**src/rtl/atm_txn_sequencer.sv**
```systemverilog
// atm_txn_sequencer: customer-side initiator that walks one transaction through the ATM
// controller (authentication, menu, operation) and returns balance/status on a response handshake.
module atm_txn_sequencer #(
   parameter int TIMEOUT = 64
) (
   input  logic        clk,
   input  logic        rst,
   input  logic        req_valid,
   output logic        req_ready,
   input  logic [3:0]  req_acc,
   input  logic [15:0] req_pin,
   input  logic [2:0]  req_op,
   input  logic [31:0] req_amount,
   input  logic [15:0] req_new_pin,
   input  logic        req_lang,
   output logic        rsp_valid,
   input  logic        rsp_ready,
   output logic [1:0]  rsp_status,
   output logic [31:0] rsp_balance,
   output logic [3:0]  atm_acc_num,
   output logic [15:0] atm_pin,
   output logic [2:0]  atm_operation,
   output logic [31:0] atm_amount,
   output logic [15:0] atm_new_pin,
   output logic        atm_language,
   input  logic [2:0]  atm_state,
   input  logic [31:0] atm_balance,
   input  logic        atm_success,
   output logic [2:0]  dbg_state
);
   // Both handshakes: a transfer occurs on a rising clk edge where valid && ready are both 1;
   // once valid is raised it stays high with its payload unchanged until that transfer.

   localparam int          CW         = $clog2(TIMEOUT + 1);
   localparam logic [3:0]  IDLE_ACC   = 4'hF;
   localparam logic [2:0]  ST_WAITING = 3'd1;
   localparam logic [2:0]  ST_AUTH    = 3'd2;
   localparam logic [2:0]  ST_MENU    = 3'd3;
   localparam logic [2:0]  OP_NONE    = 3'd0;
   localparam logic [1:0]  RS_OK      = 2'd0;
   localparam logic [1:0]  RS_AUTH    = 2'd1;
   localparam logic [1:0]  RS_OPFAIL  = 2'd2;
   localparam logic [1:0]  RS_TIMEOUT = 2'd3;

   typedef enum logic [2:0] {
      S_IDLE, S_AUTH_WAIT, S_MENU_WAIT, S_OP_WAIT, S_DONE_WAIT, S_RESP
   } state_t;

   state_t        state;
   logic [CW-1:0] cnt;
   logic [2:0]    op_q;
   logic          timed_out;
   logic          to_resp;
   logic [1:0]    resp_code;

   assign timed_out = (cnt == CW'(TIMEOUT - 1));
   assign dbg_state = state;

   // Every path into S_RESP (invalid op, auth failure, completion, timeout) is decided here;
   // a matching exit condition always takes priority over the timeout cycle.
   always_comb begin
      to_resp   = 1'b0;
      resp_code = RS_OK;
      case (state)
         S_IDLE: begin
            if (req_ready && req_valid && !req_op[2]) begin
               to_resp   = 1'b1;
               resp_code = RS_OPFAIL;
            end
         end
         S_AUTH_WAIT: begin
            if (atm_state != ST_AUTH && timed_out) begin
               to_resp   = 1'b1;
               resp_code = RS_TIMEOUT;
            end
         end
         S_MENU_WAIT: begin
            if (atm_state == ST_WAITING) begin
               to_resp   = 1'b1;
               resp_code = RS_AUTH;
            end else if (atm_state != ST_MENU && timed_out) begin
               to_resp   = 1'b1;
               resp_code = RS_TIMEOUT;
            end
         end
         S_OP_WAIT: begin
            if (atm_state != op_q && timed_out) begin
               to_resp   = 1'b1;
               resp_code = RS_TIMEOUT;
            end
         end
         S_DONE_WAIT: begin
            if (atm_state == ST_WAITING) begin
               to_resp   = 1'b1;
               resp_code = atm_success ? RS_OK : RS_OPFAIL;
            end else if (timed_out) begin
               to_resp   = 1'b1;
               resp_code = RS_TIMEOUT;
            end
         end
         default: ;
      endcase
   end

   always_ff @(posedge clk or negedge rst) begin
      if (!rst) begin
         state         <= S_IDLE;
         cnt           <= '0;
         op_q          <= OP_NONE;
         req_ready     <= 1'b1;
         rsp_valid     <= 1'b0;
         rsp_status    <= RS_OK;
         rsp_balance   <= '0;
         atm_acc_num   <= IDLE_ACC;
         atm_pin       <= '0;
         atm_operation <= OP_NONE;
         atm_amount    <= '0;
         atm_new_pin   <= '0;
         atm_language  <= 1'b0;
      end else begin
         case (state)
            S_IDLE: begin
               // req_ready re-arms one cycle after a response, giving the bubble cycle.
               if (!req_ready) begin
                  req_ready <= 1'b1;
               end else if (req_valid) begin
                  req_ready     <= 1'b0;
                  state         <= S_AUTH_WAIT;
                  cnt           <= '0;
                  op_q          <= req_op;
                  rsp_balance   <= '0;
                  atm_acc_num   <= req_acc;
                  atm_pin       <= req_pin;
                  atm_operation <= OP_NONE;
                  atm_amount    <= req_amount;
                  atm_new_pin   <= req_new_pin;
                  atm_language  <= req_lang;
               end
            end
            S_AUTH_WAIT: begin
               if (atm_state == ST_AUTH) begin
                  state <= S_MENU_WAIT;
                  cnt   <= '0;
               end else begin
                  cnt <= cnt + CW'(1);
               end
            end
            S_MENU_WAIT: begin
               if (atm_state == ST_MENU) begin
                  atm_operation <= op_q;
                  state         <= S_OP_WAIT;
                  cnt           <= '0;
               end else begin
                  cnt <= cnt + CW'(1);
               end
            end
            S_OP_WAIT: begin
               if (atm_state == op_q) begin
                  state         <= S_DONE_WAIT;
                  cnt           <= '0;
                  atm_acc_num   <= IDLE_ACC;
                  atm_pin       <= '0;
                  atm_operation <= OP_NONE;
               end else begin
                  cnt <= cnt + CW'(1);
               end
            end
            S_DONE_WAIT: begin
               if (atm_state == ST_WAITING) rsp_balance <= atm_balance;
               else                         cnt <= cnt + CW'(1);
            end
            S_RESP: begin
               if (rsp_ready) begin
                  rsp_valid <= 1'b0;
                  state     <= S_IDLE;
               end
            end
            default: state <= S_IDLE;
         endcase

         if (to_resp) begin
            state         <= S_RESP;
            rsp_valid     <= 1'b1;
            rsp_status    <= resp_code;
            cnt           <= '0;
            atm_acc_num   <= IDLE_ACC;
            atm_pin       <= '0;
            atm_operation <= OP_NONE;
            atm_amount    <= '0;
            atm_new_pin   <= '0;
            atm_language  <= 1'b0;
         end
      end
   end

endmodule

```
**config.mk**
```make
export PLATFORM = sky130hd
export DESIGN_NAME = atm_txn_sequencer
export DESIGN_NICKNAME = d
export VERILOG_FILES = /design/src/rtl/atm_txn_sequencer.sv
export SDC_FILE = /design/constraint.sdc
export NUM_CORES = 1
export LEC_CHECK = 0
export CAP_MARGIN = 25
export CORE_MARGIN = 1
export CORE_UTILIZATION = 65
export CTS_BUF_LIST = sky130_fd_sc_hd__clkbuf_2
export CTS_CLUSTER_SIZE = 28
export DETAILED_ROUTE_END_ITERATION = 10
export DONT_BUFFER_PORTS = 1
export PLACE_DENSITY = 0.91
export SLEW_MARGIN = 40
export SYNTH_ARGS = -nofsm -noshare
export SYNTH_HDL_FRONTEND = slang
export SYNTH_SLANG_ARGS = --single-unit
```
**constraint.sdc**
```tcl
create_clock -name clk -period 2.95 [get_ports clk]
set_clock_uncertainty 0.05 [all_clocks]
set_input_delay 0.295 -clock clk [delete_from_list [all_inputs] [get_ports clk]]
set_output_delay 0.295 -clock clk [all_outputs]
set_load 0.005 [all_outputs]
```
==> results.toml <==
[timing]
finalSetupTns_ns = 0
finalSetupViolations = 0
clock.fmax_mhz = 372
whs_ns = 0.0281
fin_crit_sh_pct = 91.0
relSlewSlack_pct = 52.0
slew_violations = 0
hold_violations = 0
min_period_ns = 2.68
worstMarginPinSlew_ns = 0.718
rsz0062_at_grt = "false"

[clock_network]
cts_root_buffer = "clkbuf_2"
cts.path.max_buffers = 2
clock_latency_ns = 0.67
htree_levels = 4
path_clk_slew_ns = 0.17
cts.sinks = 121
cts_made_buffers = 17
postCtsSetupBuffers = 0
cts_tree = "done"

[cells_and_area]
nets = 753
antenna_cells = 0
stdcell_count = 752
area_growth_syn_to_layout_pct = 31.4
drive_gt1_share_pct = 8.42
final_core_util_pct = 90.4

[die]
core_area_mm2 = 0.00741
die-area_mm2 = 0.00819
ios = 223
initial_core_util_pct = 68.8
die_h_um = 90.5
rows = 31
die_w_um = 90.5

[worst_setup_path]
reg2reg_depth = 6
crit-reg2reg-capture = "atm_language$_DFFE_PN0P_"
start_kind = "flop"
endpoint_kind = "flop"
r2r-start = "dbg_state[0]$_DFFE_PN0P_"
crit_required_ns = 3.44
critPathArrivalTime_ns = 3.17
critPathMaxFanout = 54
r2r_slack_ns = 0.27
critical_path_class = "reg2reg"

[place]
place_congestion = 0.853
numPlacedInstances = 605
port_buffers = 0
dp_hpwl_mm = 7.99

[logic_synthesis]
synth_seq_cells = 121
ys_warn_count = 0
synth_nets = 645
synth_top_flop_cell = "dfrtp_1"
synth.yosys.seq_area_share_pct = 59.6
synth.avg_cell_area_um2 = 9.57
synth_cells = 532
synthesis.area_mm2 = 0.00509
synth-edff-count = 0
ys_async_sr_fraction_pct = 100
synth_cell_types = 48

[global_routing]
overflow = 0
grt_max_degree = 122
grt_pass1_wl_mm = 26.1
grt_usage_pct = 42.0
grt_pass1_vias = 4925
antenna_found_initial = 0

[power]
total_leakage_power_nw = 2.98
peakVddDrop_mv = 0.746
total_power_mw = 6.52
p_per_area_mw_per_mm2 = 974

[drt]
drc_errors = 0
drt-initial-drc-count = 482
viasPerCell = 6.34
wl_mm = 16.8
drtPass1Iterations = 9
drtAntennaViolNets = 0
routedWlPerCell_um = 22.4
via_count = 4767

[min_path]
worstHoldPathType = "in2reg"
min_from = "atm_state[2]"
min_to = "rsp_balance[24]$_DFFE_PN0P_"
whs_path_depth = 3

[outcome]
outcome = "complete, no violations"

[job]
max-cap-violations = 0
==> report_power, final <==
part           internal [mW]  switching [mW]
Clock                  0.731           0.664
Sequential              2.32           0.698
Combinational          0.805            1.30
Total                   3.86            2.66
==> area by class of cell <==
class	instances	area (µm²)
clock buffers	17	85.1
clock inverters	15	246
fillers	292	713
inverters	4	15.0
multi-input cells	373	1930
flip-flops and latches	121	3030
well taps	99	124
repair buffers	123	1260
==> metal layers <==
layer	routed length (µm)	vias up	GRT usage, %	part of all wire (%)
met2	8670	359	73.1	51
li1	-	2026	-	-
met5	0	-	0	0
met4	749	0	21.1	4.4
met3	1620	78	14.5	9.6
met1	5810	2304	45.4	34
==> flip-flops by register name (all words and copies together) (netlist names), 4 cells and up <==
signal and cells:
atm_acc_num 4, atm_amount 32, atm_new_pin 16, atm_pin 16, cnt 7, rsp_balance 32
==> Yosys cell counts, types with 5 or more instances <==
| cell | instances | area [µm²] |
|---|---|---|
| nand2b_1 | 8 | 50.1 |
| clkbuf_1 | 25 | 93.8 |
| dfrtp_1 | 116 | 2900 |
| dfstp_2 | 5 | 131 |
| nand2_1 | 179 | 672 |
| nor3_1 | 5 | 25.0 |
| o21ai_0 | 37 | 185 |
| a21oi_1 | 56 | 280 |
| nor2_1 | 9 | 33.8 |
| buf_2 | 5 | 25.0 |
| a22o_1 | 21 | 184 |
| o22ai_1 | 6 | 37.5 |
==> critical path: stages, from the launching register on <==
cell and delay [ns]:
dfrtp_1 0.59, nor3_1 0.61, nand4b_1 0.40, o311ai_4 0.28
or2_2 0.28, buf_12 0.23, a21oi_1 0.11
==> cell families after synthesis <==
| family | Yosys count | share of synthesized area [%] |
|---|---|---|
| compound gates | 139 | 16.9 |
| fa+ha+maj | 1 | 0.246 |
| simple gates | 228 | 19.1 |
| xor+xnor | 3 | 0.516 |
| buf+inv | 38 | 3.22 |
| flops | 121 | 59.6 |
| mux | 2 | 0.418 |
==> through the flow <==
| stage | setup WS (ns) | area [µm²] |
|---|---|---|
| 2_1_floorplan | 0.720 | 5090 |
| 3_3_place_gp | 0.463 | 5150 |
| 3_5_place_dp | 0.373 | 5180 |
| 4_1_cts | 0.342 | 6650 |
| 5_1_grt | 0.101 | 6700 |
| 6_report | 0.265 | 6700 |
==> placed cells by master, fill, tap and decap left out, drive strengths merged, types with 2 or more instances in the layout <==
cell and count:
nand2 179, clkinvlp 2, dfrtp 116, clkbuf 17
bufinv 6, nor2b 3, or3 5, dfstp 5
nor3 8, o21ai 38, clkinv 4, a22o 21
nand3 4, dlygate4sd3 114, nor4 2, a211o 3
nor2 9, xnor2 3, inv 7, o22ai 6
nand2b 8, o21a 2, buf 9, o311ai 2
a21oi 56, and4 2, a21o 2
==> worst max path at each step <==
| stage | end | cells past startpoint | slack [ns] | startpoint |
|---|---|---|---|---|
| after floorplan | atm_pin[10]$_DFFE_PN0P_ | 7 | 0.72 | cnt[0]$_DFFE_PN0P_ |
| after global placement | atm_pin[4]$_DFFE_PN0P_ | 5 | 0.46 | dbg_state[1]$_DFFE_PN0P_ |
| after detailed placement | atm_acc_num[0]$_DFFE_PN1P_ | 7 | 0.37 | cnt[0]$_DFFE_PN0P_ |
| after CTS | atm_amount[8]$_DFFE_PN0P_ | 7 | 0.34 | cnt[0]$_DFFE_PN0P_ |
| after global routing | atm_acc_num[2]$_DFFE_PN1P_ | 7 | 0.10 | cnt[0]$_DFFE_PN0P_ |
| final | atm_language$_DFFE_PN0P_ | 6 | 0.27 | dbg_state[0]$_DFFE_PN0P_ |
==> timing repair <==
item,in CTS,in global routing
setup endpoints to repair,0,3
gates resized for setup,0,1
endpoints found under the hold margin,230,4
hold buffers,112,3
Note: power is estimated with default switching activity, not from simulation.
